### src/rtl/mux_n_1_arb_reg_pkg.sv
// Shared constants and helpers for the arbitrated N:1 selector.
package mux_pkg;

    localparam int ARB_FIXED = 0;
    localparam int ARB_RR    = 1;

    function automatic int clog2(input int n);
        int r;
        r = 0;
        for (int v = n - 1; v > 0; v = v >> 1) begin
            r++;
        end
        if (r == 0) begin
            r = 1;
        end
        return r;
    endfunction

endpackage

### src/rtl/mux_n_1_arb_reg_if.sv
// Request/response bundle between the channel sources and the
// arbitrated register stage.
interface mux_n_1_arb_reg_if
    import mux_pkg::*;
#(
    parameter int WIDTH = 16,
    parameter int N     = 4
);
    localparam int SELW = clog2(N);

    logic [N-1:0]       in_valid;
    logic [N*WIDTH-1:0] in_data;
    logic [N-1:0]       in_ready;
    logic               force_en;
    logic [SELW-1:0]    force_sel;
    logic               out_valid;
    logic [WIDTH-1:0]   out_data;
    logic [SELW-1:0]    out_sel;
    logic               out_ready;

    modport master (
        output in_valid, in_data, force_en, force_sel, out_ready,
        input  in_ready, out_valid, out_data, out_sel
    );

    modport slave (
        input  in_valid, in_data, force_en, force_sel, out_ready,
        output in_ready, out_valid, out_data, out_sel
    );

endinterface

### src/rtl/mux_n_1_arb_reg_rr_arbiter.sv
// Combinational arbiter: fixed priority from ch0, or a
// round-robin scan starting at i_ptr.
module rr_arbiter
    import mux_pkg::*;
#(
    parameter int  N    = 4,
    localparam int SELW = clog2(N)
) (
    input  logic [N-1:0]    i_valid,
    input  logic [SELW-1:0] i_ptr,
    input  logic            i_mode,
    output logic [N-1:0]    o_grant,
    output logic [SELW-1:0] o_idx,
    output logic            o_any
);

    always_comb begin : p_scan
        int              w_j;
        logic [SELW-1:0] w_cand;
        o_grant = '0;
        o_idx   = '0;
        o_any   = 1'b0;
        w_j     = 0;
        w_cand  = '0;
        for (int k = 0; k < N; k++) begin
            w_j = i_mode ? int'(i_ptr) + k : k;
            if (w_j >= N) begin
                w_j = w_j - N;
            end
            w_cand = SELW'(w_j);
            if (!o_any && i_valid[w_cand]) begin
                o_any           = 1'b1;
                o_grant[w_cand] = 1'b1;
                o_idx           = w_cand;
            end
        end
    end

endmodule

### src/rtl/mux_n_1_arb_reg.sv
// N-channel arbitrated selector with a registered valid/ready
// output stage; select comes from the arbiter or a forced index.
module mux_n_1_arb_reg
    import mux_pkg::*;
#(
    parameter int WIDTH    = 16,
    parameter int N        = 4,
    parameter int ARB_MODE = ARB_FIXED
) (
    input logic              clk,
    input logic              rst,
    mux_n_1_arb_reg_if.slave bus
);

    localparam int SELW = clog2(N);

    logic [SELW-1:0]  r_ptr;
    logic [SELW-1:0]  r_sel;
    logic             r_valid;
    logic [WIDTH-1:0] r_data;

    logic             w_load;
    logic             w_xfer;
    logic             w_arb_any;
    logic [N-1:0]     w_arb_grant;
    logic [N-1:0]     w_grant;
    logic [N-1:0]     w_ready;
    logic [SELW-1:0]  w_arb_idx;
    logic [SELW-1:0]  w_idx;
    logic [WIDTH-1:0] w_data;

    rr_arbiter #(.N(N)) u_arb (
        .i_valid (bus.in_valid),
        .i_ptr   (r_ptr),
        .i_mode  (ARB_MODE == ARB_RR),
        .o_grant (w_arb_grant),
        .o_idx   (w_arb_idx),
        .o_any   (w_arb_any)
    );

    // A forced index outside the channel range grants nobody.
    always_comb begin
        w_grant = '0;
        if (bus.force_en) begin
            if (int'(bus.force_sel) < N) begin
                w_grant[bus.force_sel] = bus.in_valid[bus.force_sel];
            end
        end else if (w_arb_any) begin
            w_grant = w_arb_grant;
        end
    end

    assign w_idx   = bus.force_en ? bus.force_sel : w_arb_idx;
    assign w_load  = !r_valid || bus.out_ready;
    assign w_ready = (w_load && !rst) ? w_grant : '0;
    assign w_xfer  = |(w_ready & bus.in_valid);

    always_comb begin
        w_data = '0;
        for (int i = 0; i < N; i++) begin
            if (w_grant[i]) begin
                w_data = bus.in_data[i*WIDTH +: WIDTH];
            end
        end
    end

    always_ff @(posedge clk) begin
        if (rst) begin
            r_valid <= 1'b0;
            r_data  <= '0;
            r_sel   <= '0;
            r_ptr   <= '0;
        end else begin
            if (w_xfer) begin
                r_valid <= 1'b1;
                r_data  <= w_data;
                r_sel   <= w_idx;
            end else if (bus.out_ready) begin
                r_valid <= 1'b0;
            end
            // Forced transfers must not disturb round-robin fairness.
            if (w_xfer && !bus.force_en) begin
                r_ptr <= (int'(w_idx) == N - 1) ? '0 : w_idx + 1'b1;
            end
        end
    end

    assign bus.in_ready  = w_ready;
    assign bus.out_valid = r_valid;
    assign bus.out_data  = r_data;
    assign bus.out_sel   = r_sel;

    for (genvar gi = 0; gi < N; gi++) begin : g_src
        a_hold: assert property (@(posedge clk) disable iff (rst)
            bus.in_valid[gi] && !bus.in_ready[gi] |=>
            bus.in_valid[gi] && $stable(bus.in_data[gi*WIDTH +: WIDTH]));
    end

endmodule

### src/flat_wrapper.sv
// flat-port wrapper written by rule: the top's interface ports become plain ports
module mux_n_1_arb_reg_flat import mux_pkg::*;
#(
    parameter int WIDTH    = 16,
    parameter int N        = 4,
    parameter int ARB_MODE = ARB_FIXED
)
  (clk, rst, bus_in_valid, bus_in_data, bus_force_en, bus_force_sel, bus_out_ready, bus_in_ready, bus_out_valid, bus_out_data, bus_out_sel);
  mux_n_1_arb_reg_if #(.WIDTH(WIDTH), .N(N)) bus_i ();
  input logic clk;
  input logic rst;
  input wire logic [$bits(bus_i.in_valid)-1:0] bus_in_valid;
  input wire logic [$bits(bus_i.in_data)-1:0] bus_in_data;
  input wire logic [$bits(bus_i.force_en)-1:0] bus_force_en;
  input wire logic [$bits(bus_i.force_sel)-1:0] bus_force_sel;
  input wire logic [$bits(bus_i.out_ready)-1:0] bus_out_ready;
  output wire logic [$bits(bus_i.in_ready)-1:0] bus_in_ready;
  output wire logic [$bits(bus_i.out_valid)-1:0] bus_out_valid;
  output wire logic [$bits(bus_i.out_data)-1:0] bus_out_data;
  output wire logic [$bits(bus_i.out_sel)-1:0] bus_out_sel;
  assign bus_i.in_valid = bus_in_valid;
  assign bus_i.in_data = bus_in_data;
  assign bus_i.force_en = bus_force_en;
  assign bus_i.force_sel = bus_force_sel;
  assign bus_i.out_ready = bus_out_ready;
  assign bus_in_ready = bus_i.in_ready;
  assign bus_out_valid = bus_i.out_valid;
  assign bus_out_data = bus_i.out_data;
  assign bus_out_sel = bus_i.out_sel;
  mux_n_1_arb_reg #(.WIDTH(WIDTH), .N(N), .ARB_MODE(ARB_MODE)) u_core (.clk(clk), .rst(rst), .bus(bus_i));
endmodule
### config.mk
export PLATFORM = sky130hd
export DESIGN_NAME = mux_n_1_arb_reg_flat
export DESIGN_NICKNAME = d
export VERILOG_FILES = /design/src/rtl/mux_n_1_arb_reg_pkg.sv /design/src/rtl/mux_n_1_arb_reg_if.sv /design/src/rtl/mux_n_1_arb_reg_rr_arbiter.sv /design/src/rtl/mux_n_1_arb_reg.sv /design/src/flat_wrapper.sv
export SDC_FILE = /design/constraint.sdc
export NUM_CORES = 1
export LEC_CHECK = 0
export ABC_AREA = 1
export CORE_MARGIN = 3
export CORE_UTILIZATION = 37
export CTS_CLUSTER_SIZE = 28
export DETAILED_ROUTE_END_ITERATION = 10
export GPL_TIMING_DRIVEN = 0
export PLACE_DENSITY = 0.92
export SKIP_LAST_GASP = 1
export SLEW_MARGIN = 20
export SYNTH_ARGS = -nofsm -noshare
export SYNTH_HDL_FRONTEND = slang
export SYNTH_SLANG_ARGS = --single-unit
### constraint.sdc
create_clock -name clk -period 1.9 [get_ports clk]
set_input_delay 0.38 -clock clk [delete_from_list [all_inputs] [get_ports clk]]
set_output_delay 0.38 -clock clk [all_outputs]
set_load 0.01 [all_outputs]
==> results of run 1 <==
==> power by group through the flow <==
stage,registers (mW),clock network [mW],logic (mW)
after global routing,0.466,0.244,0.563
after detailed placement,0.469,0,0.508
after global placement,0.468,0,0.499
after floorplan,0.490,0,0.193
after CTS,0.460,0.224,0.515
final,0.460,0.216,0.514
==> repair_timing <==
| item | 4_1_cts | 5_1_grt |
|---|---|---|
| hold buffers | 0 | 0 |
| pin swaps | 10 | 1 |
| gates resized for setup | 20 | 2 |
| endpoints found under the setup margin | 4 | 2 |
| setup buffers | 7 | 1 |
==> registers in the layout, summed over array words and instances, names as in the netlist <==
name,flops
u_core.bus.out_data,16
u_core.bus.out_sel,2
u_core.bus.out_valid,1
==> stage by stage <==
stage	power (mW)	std cells	setup slack [ps]	setup TNS (ps)	cell area, um2
after detailed placement	0.977	376	-746	-5120	2350
final	1.19	386	44.6	0	2420
after global routing	1.27	386	-4.78	-4.78	2420
after CTS	1.20	385	19.8	0	2420
after floorplan	0.683	234	468	0	1330
after global placement	0.967	376	-723	-4160	2350
==> worst max path at each step <==
stage | to
final | bus_in_ready[2]
after global routing | bus_in_ready[2]
after CTS | bus_in_ready[2]
after detailed placement | bus_in_ready[1]
after global placement | bus_in_ready[1]
after floorplan | bus_in_ready[1]
==> final cells by class <==
| class | instances | area, um2 |
|---|---|---|
| Timing Repair Buffer | 104 | 1000 |
| Clock buffer | 4 | 26.3 |
| Tap cell | 46 | 57.6 |
| Fill cell | 295 | 967 |
| Inverter | 25 | 98.8 |
| Buffer | 6 | 43.8 |
| Sequential cell | 19 | 380 |
| Multi-Input combinational cell | 182 | 811 |
==> critical path, delay by kind of cell <==
kind          cells  cell delay [ps]
buf+inv           5              880
simple gates      3              230
==> metal layers <==
metal / global-route usage / up-vias
met2: 0.412 / 79
met1: 0.225 / 780
li1: - / 930
met5: 0 / -
met4: 0.0466 / 0
met3: 0.0850 / 4
==> cells by family after synthesis <==
kind of cell	synth area share
and+or+nand+nor	0.537
AOI/OAI and AO/OA	0.0575
DFF	0.287
buffers and inverters	0.119
==> cells in the mapped netlist, drive strengths merged <==
cell type,instances
nand2,86
nor2,62
inv,24
dfxtp,19
nand3,14
buf,8
nand4,8
o21bai,6
o21ai,3
a21oi,1
clkinv,1
nor3,1
o211ai,1
==> results.tsv, run 1 <==
metric	value	unit
Worst Setup SP	bus_out_ready	
I/O Buffers	96	
#FFs+latches synth	19	
final WL	4680	um
total CTS buffers	3	
Pleak	1.15	nW
crit-path cells	clkdlybuf4s50_1, inv_1, nand2_1, nand2_1, inv_2, nand2_1, inv_1, dlygate4sd2_1	
Final Skew	2.99	ps
Sw Ratio	0.315	
final worst path period share	0.977	
clock root cell	clkbuf_4	
Top Layer Used	met4	
Fin. Hold Viols	0	
reg2reg end	u_core.bus.out_data[5]$_SDFFE_PP0P_	
CP max FO	3	
die width	65.9	um
vias in the first global route	1675	
DPL Wire Length	3560	um
combinational power share	0.432	
most used cell, CP	nand2_1	
I/O pin cnt	97	
Vias	1793	
min-delay src	u_core.bus.out_sel[1]$_SDFFE_PP0P_	
Synth cell types	20	
Ys Warns	0	
Row Count	21	
Synth area leaders	dfxtp_1 (29%), nand2_1 (23%), nor2_1 (18%)	
htree depth	1	
Final Wtd Congestion	0.769	
CTS tree	yes	
Yosys top cell by area	dfxtp_1	
worst vdd ir	289	uV
WP data arrival	1480	ps
syn_area_per_cell	5.67	um2
die area	4340	um2
cell area after synthesis	1330	um2
max_slew headroom	0.817	
DR WL/cell	12.1	um
first-pass GRT wire length	7270	um
fmax	539	MHz
clock power share	0.181	
Seq/Total Area, Yosys	0.287	
maxcap violations	0	
share of power burned in registers	0.387	
commonest non-fill, non-tap cell in the layout	clkdlybuf4s50_1	
min Tclk post-route	1860	ps
Net Sw Power	0.375	mW
metal2 WL	2260	um
clock tree buffer depth	2	
slowest stage delay, CP	450	ps
later-pin clock latency in the skew report	300	ps
area growth from synthesis to layout	82.5	%
GRT overflow	0	
Die H	65.9	um
Slew @ Worst Pin	275	ps
Worst Path Required	1520	ps
# DRC	0	
Starting Density	0.392	
CP Launch Type	input pin	
Post-DRT Antenna Nets	0	
hold crit path type	flip-flop to flip-flop	
largest net degree at the start of global routing	18	
Final Util	0.715	
final setup fails	0	
Detailed Route Iter0 Violations	72	
most frequent cells in the layout	clkdlybuf4s50_1 (84), nand2_1 (81), nor2_1 (61)	
clk slew on worst S/H paths	110	ps
critical path class	input pin to primary output	
Reg-to-Reg Start	u_core.bus.out_valid$_SDFFE_PP0P_	
diode count	0	
all-layer global routing usage	0.219	
clk sinks	19	
Syn Nets	308	
layout cells sized above 1	0.0971	
WL met1	1860	um
wire length on met3	523	um
Internal Power	0.814	mW
fin nets	415	
status	complete, no violations	
Slew Viols, Final	0	
Synth top area share	0.287	
WHS	472	ps
Pwr Density	491	nW/um2
Synth Instances	234	
Hold Path End	u_core.bus.out_sel[1]$_SDFFE_PP0P_	
R2R setup slack	510	ps
initial antenna violation count	0	
Core Region	3390	um2
slowest CP cell	clkdlybuf4s50_1	
first drt pass iteration count	4	
Worst Reg2Reg Path Length in Cells	10	
Vias/cell	4.65	
hold path depth	2	
Crit. End Element	primary output	
(Power assumes the default switching activity.)
==> run 2: changes to the inputs <==
--- a/config.mk
+++ b/config.mk
@@ -7,11 +7,11 @@
 export LEC_CHECK = 0
 export ABC_AREA = 1
 export CORE_MARGIN = 3
-export CORE_UTILIZATION = 37
+export CORE_UTILIZATION = 31
 export CTS_CLUSTER_SIZE = 28
 export DETAILED_ROUTE_END_ITERATION = 10
 export GPL_TIMING_DRIVEN = 0
-export PLACE_DENSITY = 0.92
+export PLACE_DENSITY = 0.83
 export SKIP_LAST_GASP = 1
 export SLEW_MARGIN = 20
 export SYNTH_ARGS = -nofsm -noshare
==> constraint.sdc (replaced) <==
create_clock -name clk -period 1.7 [get_ports clk]
set_input_delay 0.34 -clock clk [delete_from_list [all_inputs] [get_ports clk]]
set_output_delay 0.34 -clock clk [all_outputs]
set_load 0.01 [all_outputs]
==> run 2 against run 1 <==
  * Cell area rose by 4.6%
  * Critical path depth stayed put
  * Register-to-register slack lost 150 ps
  * Non-clock buffer count grew 7
  * Wire length increased by 6.0%
  * Count of clock-buffer cells in the layout did not move
  * Global-route usage down 2.3 points
  * First-iteration DRC count decreased by 29%
  * Sequential share of layout area fell by 0.69 points
  * Sequential cell count did not move
==> results.tsv, run 2 (synthesized netlist as in run 1, its figures left out) <==
metric	value	unit	change
die area	5100	um2	+18%
combinational power share	0.424		-0.008
CP Buf/Inv Count	4		-1
I/O Buffers	96		unchanged
maxcap violations	0		unchanged
Row Count	23		+9.5%
clock tree buffer depth	2		unchanged
layout cells sized above 1	0.164		+0.0672
Vias/cell	4.60		-1.0%
Starting Density	0.327		-0.0645
fill cell count	380		+29%
Tot Pwr	1.43	mW	+21%
Final Skew	2.57	ps	-0.421 ps
Slew @ Worst Pin	297	ps	+22.5 ps
die width	71.4	um	+8.4%
diode count	0		unchanged
Fin. Hold Viols	0		unchanged
htree depth	1		unchanged
final setup fails	0		unchanged
CTS tree	yes		
CP top delay family	buffers and inverters		
Crit. End Element	primary output		
first drt pass iteration count	4		unchanged
Vias	1825		+1.8%
slowest stage delay, CP	240	ps	-210 ps
initial antenna violation count	0		unchanged
storage element area	380	um2	unchanged
max_slew headroom	0.802		-0.0150
clk sinks	19		unchanged
Net Sw Power	0.428	mW	+14%
area growth from synthesis to layout	90.9	%	
later-pin clock latency in the skew report	250	ps	-50 ps
Slew Viols, Final	0		unchanged
min Tclk post-route	1670	ps	
Final Wtd Congestion	0.764		-0.64%
slowest CP cell	clkdlybuf4s15_2		
I/O pin cnt	97		unchanged
multi-input logic area	832	um2	+2.6%
largest net degree at the start of global routing	11		-7
Worst Path Required	1360	ps	-160 ps
clock root cell	clkbuf_8		
most used cell, CP	nor2_2		
number of flip-flops in the largest register	16		unchanged
Pleak	1.20	nW	+3.6%
worst vdd ir	384	uV	+33%
clk slew on worst S/H paths	70	ps	-40 ps
Core Region	4060	um2	+20%
# DRC	0		unchanged
DPL Wire Length	3760	um	+5.6%
fin nets	422		+1.7%
Placed Cells	380		+1.1%
crit-path cells	clkdlybuf4s15_2, nor2_2, nand2_2, nand2_4, buf_8, inv_1, nor2_2, buf_2		
WP data arrival	1330	ps	-150 ps
all-layer global routing usage	0.195		-0.0232
most frequent cells in the layout	clkdlybuf4s50_1 (84), nand2_1 (78), nor2_1 (54)		
unrepaired setup endpoints after global routing	yes		
Internal Power	1.01	mW	+24%
Pwr Density	566	nW/um2	+15%
Post-DRT Antenna Nets	0		unchanged
critical path class	input pin to primary output		
vias in the first global route	1766		+5.4%
final WL	4960	um	+6.0%
clock power share	0.215		+0.034
Die H	71.4	um	+8.4%
final worst path period share	0.983		
GRT overflow	0		unchanged
total CTS buffers	3		unchanged
hold crit path type	flip-flop to flip-flop		
Sw Ratio	0.298		-0.0172
CP max FO	6		+3
share of power burned in registers	0.360		-0.027
fmax	598	MHz	
Detailed Route Iter0 Violations	51		-29%
status	complete, no violations		
Hold-fix buffers, CTS	0		unchanged
CP Launch Type	input pin		
Final Util	0.624		-0.0902
DR WL/cell	12.5	um	+3.1%
Post-Layout Cell Count	397		+2.8%
commonest non-fill, non-tap cell in the layout	clkdlybuf4s50_1		
first-pass GRT wire length	8060	um	+11%
## run 2: area by class of cell
class,instances,area share
clock buffers,4,0.0178
repair buffers,109,0.407
inverters,25,0.0400
flip-flops and latches,19,0.150
multi-input cells,182,0.328
plain buffers,8,0.0316
well taps,50,0.0247
## run 2: repair_timing
| item | 4_1_cts | 5_1_grt |
|---|---|---|
| resized for setup | 38 | 21 |
| buffers inserted | 9 | 3 |
| pin swaps | 10 | 8 |
| endpoints found under the setup margin | 22 | 23 |
| gates cloned | 1 | 0 |
## run 2: worst min-delay path, cell delays in order (launching register included)
cell and delay, ps:
dfxtp_1 330, o21ai_1 70, inv_1 40
## run 2: stage by stage
step	area, um2	setup TNS (ps)	hold WS, ps	setup WS [ps]
floorplan	1330	0	409	348
global route	2530	-42.2	491	-42.2
finish	2530	0	466	29.0
CTS	2480	-36.2	471	-36.2
detailed placement	2350	-8810	451	-897
global placement	2350	-7340	454	-850
## run 2: final timing paths
kind | from | endpoint | slack, ps | cells past startpoint
worst max-delay path | bus_force_en | bus_in_ready[1] | 30 | 8
worst min-delay path | u_core.bus.out_sel[1]$_SDFFE_PP0P_ | u_core.bus.out_sel[1]$_SDFFE_PP0P_ | 470 | 2
worst max register to register | u_core.bus.out_valid$_SDFFE_PP0P_ | u_core.bus.out_data[2]$_SDFFE_PP0P_ | 360 | 9
worst min register to register | u_core.bus.out_sel[1]$_SDFFE_PP0P_ | u_core.bus.out_sel[1]$_SDFFE_PP0P_ | 470 | 2
## run 2: power groups by stage
stage	clock network (mW)	registers, mW	logic [mW]
after floorplan	0	0.548	0.216
after global placement	0	0.523	0.561
after global routing	0.340	0.523	0.669
after detailed placement	0	0.526	0.571
final	0.309	0.516	0.609
after CTS	0.322	0.516	0.593
## run 2: routing by layer
metal | vias up | wire length [um] | track usage | part of all wire
li1 | 944 | - | - | -
met1 | 792 | 1970 | 0.219 | 0.40
met2 | 83 | 2460 | 0.358 | 0.50
met3 | 6 | 491 | 0.0701 | 0.099
met4 | 0 | 34 | 0.0313 | 0.0069
met5 | - | 0 | 0 | 0
